### config.mk
export PLATFORM = sky130hd
export DESIGN_NAME = mulred_sched
export DESIGN_NICKNAME = d
export VERILOG_FILES = /design/src/rtl/mulred_sched.sv
export SDC_FILE = /design/constraint.sdc
export NUM_CORES = 1
export LEC_CHECK = 0
export ABC_AREA = 1
export CAP_MARGIN = 5
export CORE_MARGIN = 10
export CORE_UTILIZATION = 40
export CTS_BUF_LIST = sky130_fd_sc_hd__clkbuf_2 sky130_fd_sc_hd__clkbuf_4 sky130_fd_sc_hd__clkbuf_8
export CTS_CLUSTER_SIZE = 8
export DETAILED_ROUTE_END_ITERATION = 8
export PLACE_DENSITY = 0.58
export SKIP_LAST_GASP = 1
export SLEW_MARGIN = 20
export SYNTH_ARGS = -nofsm -noshare
export SYNTH_HDL_FRONTEND = slang
export SYNTH_SLANG_ARGS = --single-unit
### constraint.sdc
create_clock -name clk -period 9.6 [get_ports clk]
set_clock_uncertainty 0.05 [all_clocks]
set_input_delay 0.96 -clock clk [delete_from_list [all_inputs] [get_ports clk]]
set_output_delay 0.96 -clock clk [all_outputs]
set_load 0.03 [all_outputs]
### src/rtl/mulred_sched.sv
// mulred_sched: round-robin sharing of one two-stage (a*b) mod Q multiplier, Q = 2^(LOGQ-1)+1,
// with a one-hot owner tag on the shared result bus.
module mulred_sched #(
    parameter int LOGQ = 17,
    parameter int NREQ = 2
) (
    input  logic                 clk,
    input  logic                 rst_n,
    input  logic [NREQ-1:0]      req_valid,
    input  logic [NREQ*LOGQ-1:0] req_a,
    input  logic [NREQ*LOGQ-1:0] req_b,
    output logic [NREQ-1:0]      req_ready,
    output logic                 rsp_valid,
    output logic [NREQ-1:0]      rsp_owner,
    output logic [LOGQ-1:0]      rsp_data,
    input  logic                 rsp_ready,
    output logic                 busy
);
    localparam int K  = LOGQ - 1;
    localparam int PW = $clog2(NREQ);
    localparam int W  = 2 * LOGQ;
    localparam logic [LOGQ+1:0] QW = (LOGQ + 2)'((1 << K) + 1);

    logic [PW-1:0]   ptr, gidx, idx;
    logic [NREQ-1:0] grant;
    logic            adv;
    logic [LOGQ-1:0] opa, opb, red;
    logic            s1_valid, s2_valid;
    logic [W-1:0]    s1_prod;
    logic [NREQ-1:0] s1_owner, s2_owner;
    logic [LOGQ-1:0] s2_data;
    logic [LOGQ+1:0] t0, t1;

    assign adv = !(s2_valid && !rsp_ready);

    // Scan lowest priority first so the requester just after ptr wins last.
    always_comb begin
        grant = '0;
        gidx  = ptr;
        idx   = '0;
        for (int i = NREQ - 1; i >= 0; i--) begin
            idx = PW'((int'(ptr) + 1 + i) % NREQ);
            if (req_valid[idx]) begin
                grant       = '0;
                grant[idx]  = 1'b1;
                gidx        = idx;
            end
        end
    end

    assign req_ready = (adv && rst_n) ? grant : '0;
    assign opa = req_a[int'(gidx)*LOGQ +: LOGQ];
    assign opb = req_b[int'(gidx)*LOGQ +: LOGQ];

    // 2^K == -1 mod Q, so p = c0 + c1*2^K + c2*2^2K reduces to c0 - c1 + c2; +Q keeps it positive.
    assign t0  = (LOGQ + 2)'(s1_prod[K-1:0]) + (LOGQ + 2)'(s1_prod[W-1:2*K]) + QW
               - (LOGQ + 2)'(s1_prod[2*K-1:K]);
    assign t1  = (t0 >= QW) ? t0 - QW : t0;
    assign red = LOGQ'((t1 >= QW) ? t1 - QW : t1);

    always_ff @(posedge clk or negedge rst_n) begin
        if (!rst_n) begin
            ptr      <= '0;
            s1_valid <= 1'b0;
            s1_prod  <= '0;
            s1_owner <= '0;
            s2_valid <= 1'b0;
            s2_data  <= '0;
            s2_owner <= '0;
        end else if (adv) begin
            s1_valid <= |req_ready;
            s1_owner <= req_ready;
            s1_prod  <= W'(opa) * W'(opb);
            s2_valid <= s1_valid;
            s2_owner <= s1_owner;
            s2_data  <= red;
            if (|req_ready) ptr <= gidx;
        end
    end

    assign rsp_valid = s2_valid;
    assign rsp_owner = s2_owner;
    assign rsp_data  = s2_data;
    assign busy      = s1_valid | s2_valid;
endmodule

==> results of run 1 <==
-- routing by layer --
metal  vias to the layer above  part of all wire  global-route usage
li1                       6471                 -                   -
met1                      6321              0.41               0.249
met2                       502              0.48               0.355
met3                       103             0.064              0.0245
met4                         0             0.041              0.0856
met5                         -                 0                   0
-- sequential cells by signal, summed over array words and instances, names as in the netlist --
| signal | cells |
|---|---|
| rsp_owner | 2 |
| rsp_data | 17 |
| s1_owner | 2 |
| s1_valid | 1 |
| s1_prod | 34 |
| rsp_valid | 1 |
| ptr | 1 |
-- critical path, delay by kind of cell --
family          cells  cell delay [ps]
fa+ha+maj           7             3370
buf+inv            10             1860
simple gates        5              630
compound gates      9             2090
-- cells by family after synthesis --
kind of cell / synth area share
AND/OR/NAND/NOR: 0.272
buffers and inverters: 0.138
adder cells (fa/ha/maj): 0.421
AO/OA/AOI/OAI: 0.0556
flip-flops: 0.0966
XOR/XNOR: 0.0169
-- worst max path at each step --
stage                              to  slack [ps]  cells after the start          from
final                     s1_prod[28]         810                     31  req_valid[1]
after floorplan           s1_prod[28]        2280                     32  req_valid[1]
after detailed placement  s1_prod[28]         530                     31  req_valid[1]
after global placement    s1_prod[28]         670                     31  req_valid[1]
after CTS                 s1_prod[28]         890                     31  req_valid[1]
after global routing      s1_prod[28]         280                     31  req_valid[1]
-- layout by cell type (no fill, tap or decap), types with 17 or more instances in the layout --
cell and n:
xor2_1 22, clkdlybuf4s50_1 94, nor2_1 185, nand4_1 37, inv_1 466, fa_1 226
inv_2 17, dfrtp_1 58, o21ai_0 66, buf_4 38, a21oi_1 46, nand3_1 70
nand2_1 571, nand2_2 33, ha_1 144
-- final cells by class --
class | instances | area share
clock buffer | 9 | 0.00731
clock inverter | 7 | 0.00739
inverter | 491 | 0.109
multi-input combinational | 1505 | 0.681
sequential | 58 | 0.0857
tap | 504 | 0.0372
timing repair buffer | 133 | 0.0727
-- through the flow --
stage | worst slack [ps] | util | hold slack, ps | std cells
after floorplan | 2280 | - | 384 | 2106
after global placement | 671 | 0.452 | 408 | 2691
after detailed placement | 528 | 0.452 | 410 | 2691
after CTS | 894 | 0.459 | 433 | 2707
after global routing | 278 | 0.459 | 454 | 2707
final | 807 | 0.459 | 427 | 2707
==> impl_metrics.csv, run 1 <==
group,metric,value,unit
clocking,cts_tree,"done",
clocking,cts_resized,0,
setup_path,cpPeakStageDelay,650,ps
sta,rsz0062_at_grt,"no",
cells_and_area,multiInputGateArea,0.0115,mm²
placement,dpl_cell_area,0.0167,mm²
sta,timing.fmax,114,MHz
grt,grt_max_degree,61,
floorplan,die_area,0.0457,mm²
grt,grt_first_pass_wirelength,73.3,mm
sta,hold_viol,0,
synthesis,synth-async-reset-ratio,1.00,
synthesis,synth_top_area_cell,"fa_1",
status,status,"complete, no violations",
drt,routedWlPerCell,17.0,µm
grt,antenna_found_initial,0,
sta,fin_crit,8790,ps
setup_path,start_kind,"primary input",
drt,ant_nets,0,
cells_and_area,nets,2641,
sta,final_max_slew_viol_count,0,
sta,worstMarginPinSlew,1060,ps
floorplan,ios,96,
worst_hold_path,min_to,"rsp_owner[1]",
drt,drc_errors,0,
sta,maxSlewHeadroom,0.295,
grt,track_usage,0.203,
synthesis,ys_seq_area_frac,0.0966,
clocking,clockRootBuffer,"clkbuf_8",
cells_and_area,layout-drive-gt1-share,0.0695,
synthesis,synth_common_cells,"571 x nand2_1, 467 x inv_1, 226 x fa_1",
setup_path,r2r_end,"s1_prod[28]",
synthesis,synth_cell_types,44,
synthesis,synth_edf_count,0,
setup_path,cp_data_required_time,9750,ps
worst_hold_path,holdCritPathClass,"reg -> reg",
synthesis,syn_avg_cell_area,7.14,µm²
setup_path,r2r-start,"ptr",
drt,drtIter0Drc,862,
clocking,cts_made_buffers,9,
placement,place_hpwl,38.9,mm
setup_path,cpMaxStageDelayCell,"o21ai_4",
sta,fin_setup_tns,0,ps
floorplan,die_x,214,µm
setup_path,end_kind,"register",
synthesis,synthesis.nets,2549,
setup_path,critPathKind,"in -> reg",
setup_path,cp_common_cell,"inv_1",
floorplan,initial_utilization,0.408,
worst_hold_path,hp-start,"s1_owner[1]",
synthesis,syn_inst,2106,
clocking,hold_buffers,0,
synthesis,yosysWarnings,0,
drt,drt_first_pass_iters,5,
clocking,htree_levels,3,
cells_and_area,syn_to_final_growth,12.7,%
sta,setup_viol_count_final,0,
floorplan,die_y,214,µm
drt,post_drt_via_cell_ratio,4.95,
synthesis,synth.most_common_cell,"nand2_1",
flow_run,cap_viol_max_count,0,
cells_and_area,seqCellArea,0.00145,mm²
clocking,clkLatencyLatePin,340,ps
placement,place_congestion,1.00,
grt,globalRoute.totalOverflow,0,
drt,wl,45.9,mm
clocking,clk_pin_slew_worst_paths,80,ps
synthesis,netlist_area,0.0150,mm²
clocking,clockBufferDepth,2,
synthesis,synthTopCellsByArea,"fa_1 30%, nand2_1 14%, ha_1 12%",
clocking,cts_sinks,58,
floorplan,coreArea,0.0369,mm²
synthesis,ys_ff_latch,58,
clocking,cts_setup_buffers,0,
grt,grt_pass1_vias,13800,
synthesis,synth_top_area_share,0.301,
setup_path,worstPathMaxFanout,40,
cells_and_area,fillers,3819,
setup_path,cp.arrival,8950,ps
cells_and_area,final_area,0.0169,mm²
sta,min_period_over_period,0.916,
setup_path,reg2reg_slack,1510,ps
placement,portBuffers,95,
floorplan,fp-row-count,70,
drt,num_vias,13400,
worst_hold_path,whs_path_depth,2,
synthesis,synth_flop_cell,"dfrtp_1",
setup_path,reg2reg_depth,30,
cells_and_area,antennaDiodeCount,0,
Power of run 1 is not shown: default switching activity piles up to over one toggle a cycle in this logic, so the estimate is an artifact.
==> run 2, diff against run 1 <==
--- a/config.mk
+++ b/config.mk
@@ -7,10 +7,10 @@
 export LEC_CHECK = 0
 export ABC_AREA = 1
 export CAP_MARGIN = 5
+export CORE_ASPECT_RATIO = 0.75
 export CORE_MARGIN = 10
 export CORE_UTILIZATION = 40
 export CTS_BUF_LIST = sky130_fd_sc_hd__clkbuf_2 sky130_fd_sc_hd__clkbuf_4 sky130_fd_sc_hd__clkbuf_8
-export CTS_CLUSTER_SIZE = 8
 export DETAILED_ROUTE_END_ITERATION = 8
 export PLACE_DENSITY = 0.58
 export SKIP_LAST_GASP = 1
==> run 2 against run 1 <==
  * Setup slack better by 400 ps
  * Die area up 0.18%
  * Sequential share of layout area down 0.055 points
  * Clock-buffer cell count did not move
  * Flip-flop and latch count unchanged
  * Fmax is 4.7% higher
  * Critical endpoint unchanged
==> impl_metrics.csv, run 2 (same netlist as run 1, synthesis figures left out) <==
group,metric,value,unit
status,status,"complete, no violations",
drt,ant_nets,0,
setup_path,reg2reg_slack,1870,ps
clocking,clockBufferDepth,2,
drt,routedWlPerCell,16.8,µm
setup_path,cpMaxStageDelayCell,"fa_1",
sta,rsz0062_at_grt,"no",
floorplan,die_x,244,µm
floorplan,die_y,188,µm
clocking,cts_made_buffers,9,
grt,grt_max_degree,61,
drt,drc_errors,0,
worst_hold_path,holdCritPathClass,"reg -> reg",
setup_path,cp.arrival,8580,ps
setup_path,critPathKind,"in -> reg",
sta,min_period_over_period,0.875,
cells_and_area,final_util,0.459,
drt,drtIter0Drc,1069,
placement,place_hpwl,39.5,mm
sta,hold_viol,0,
clocking,htree_levels,3,
sta,whs,416,ps
setup_path,path_buf_inv,8,
setup_path,cpPeakStageDelay,550,ps
clocking,hold_buffers,0,
grt,antenna_found_initial,1,
floorplan,coreArea,0.0371,mm²
cells_and_area,syn_to_final_growth,13.4,%
placement,dp_cells,2704,
cells_and_area,seqCellArea,0.00145,mm²
setup_path,cp_common_cell,"inv_1",
cells_and_area,mostFrequentLayoutCell,"nand2_1",
sta,worstMarginPinSlew,891,ps
sta,fin_setup_tns,0,ps
cells_and_area,largest_register_ffs,34,
grt,grt_pass1_vias,13300,
setup_path,crit_family,"adder cells",
cells_and_area,top_register,"s1_prod",
drt,num_vias,13600,
floorplan,fp-row-count,61,
setup_path,cp_data_required_time,9790,ps
cells_and_area,nets,2654,
placement,place_congestion,0.964,
clocking,clockRootBuffer,"clkbuf_8",
cells_and_area,layout-drive-gt1-share,0.0745,
sta,maxSlewHeadroom,0.400,
clocking,cts_tree,"done",
floorplan,ios,96,
grt,grt_first_pass_wirelength,73.1,mm
floorplan,initial_utilization,0.405,
grt,globalRoute.totalOverflow,0,
clocking,clkLatencyLatePin,380,ps
sta,timing.fmax,119,MHz
clocking,clk_pin_slew_worst_paths,70,ps
cells_and_area,fin_cells,2721,
sta,final_max_slew_viol_count,0,
clocking,cts_resized,0,
cells_and_area,fillers,3828,
sta,setup_viol_count_final,0,
sta,fin_crit,8400,ps
placement,portBuffers,95,
grt,track_usage,0.200,
clocking,cts_setup_buffers,0,
drt,wl,45.8,mm
flow_run,cap_viol_max_count,0,
drt,drt_first_pass_iters,7,
cells_and_area,final_cell_mix,"571 x nand2_1, 466 x inv_1, 226 x fa_1",
floorplan,die_area,0.0458,mm²
setup_path,worstPathMaxFanout,17,
drt,post_drt_via_cell_ratio,5.00,
setup_path,start_kind,"primary input",
cells_and_area,multiInputGateArea,0.0115,mm²
setup_path,end_kind,"register",
clocking,cts_sinks,58,
run 2: changes by cell type in the layout (fill, tap and decap cells not counted), sizes merged:
cell	previous run	this run
diode	0	1
buf	39	52
run 2: per-layer routing:
metal | part of all wire | wire, µm | global-route usage
met4 | 0.0088 | 403 | 0.0222
met3 | 0.095 | 4370 | 0.0528
met5 | 0 | 0 | 0
met2 | 0.41 | 18900 | 0.285
met1 | 0.48 | 22100 | 0.302
run 2: layout make-up:
cell class / instances / area share
Clock buffer: 9 / 0.00727
Tap cell: 504 / 0.0370
Multi-Input combinational cell: 1505 / 0.676
Antenna cell: 1 / 0.000147
Sequential cell: 58 / 0.0852
Timing Repair Buffer: 146 / 0.0787
Inverter: 491 / 0.108
Clock inverter: 7 / 0.00734
run 2: through the flow:
stage                     instance area, µm²  setup WS (ps)
final                                  17000           1200
after global routing                   17000            615
after CTS                              17000           1210
after detailed placement               16800            809
after global placement                 16800            941
after floorplan                        15000           2280
run 2: path summary, 6_finish.rpt:
| check | cells past startpoint | start | end |
|---|---|---|---|
| max | 29 | req_valid[1] | s1_prod[28] |
| min | 2 | s1_valid | rsp_valid |
| max reg2reg | 28 | ptr | s1_prod[28] |
| min reg2reg | 2 | s1_valid | rsp_valid |
| max in group asynchronous | 2 | rst_n | s1_prod[0] |
| min in group asynchronous | 2 | rst_n | rsp_data[13] |
run 2: worst reg2reg max path: cells and delay by family (launching register included):
kind                     cells  cell delay [ps]
AO/OA/AOI/OAI                9             2230
adder cells (fa/ha/maj)      7             3320
buffers and inverters        7              900
flip-flops                   1              440
AND/OR/NAND/NOR              5              640
Power of run 2 is left out for the same reason.
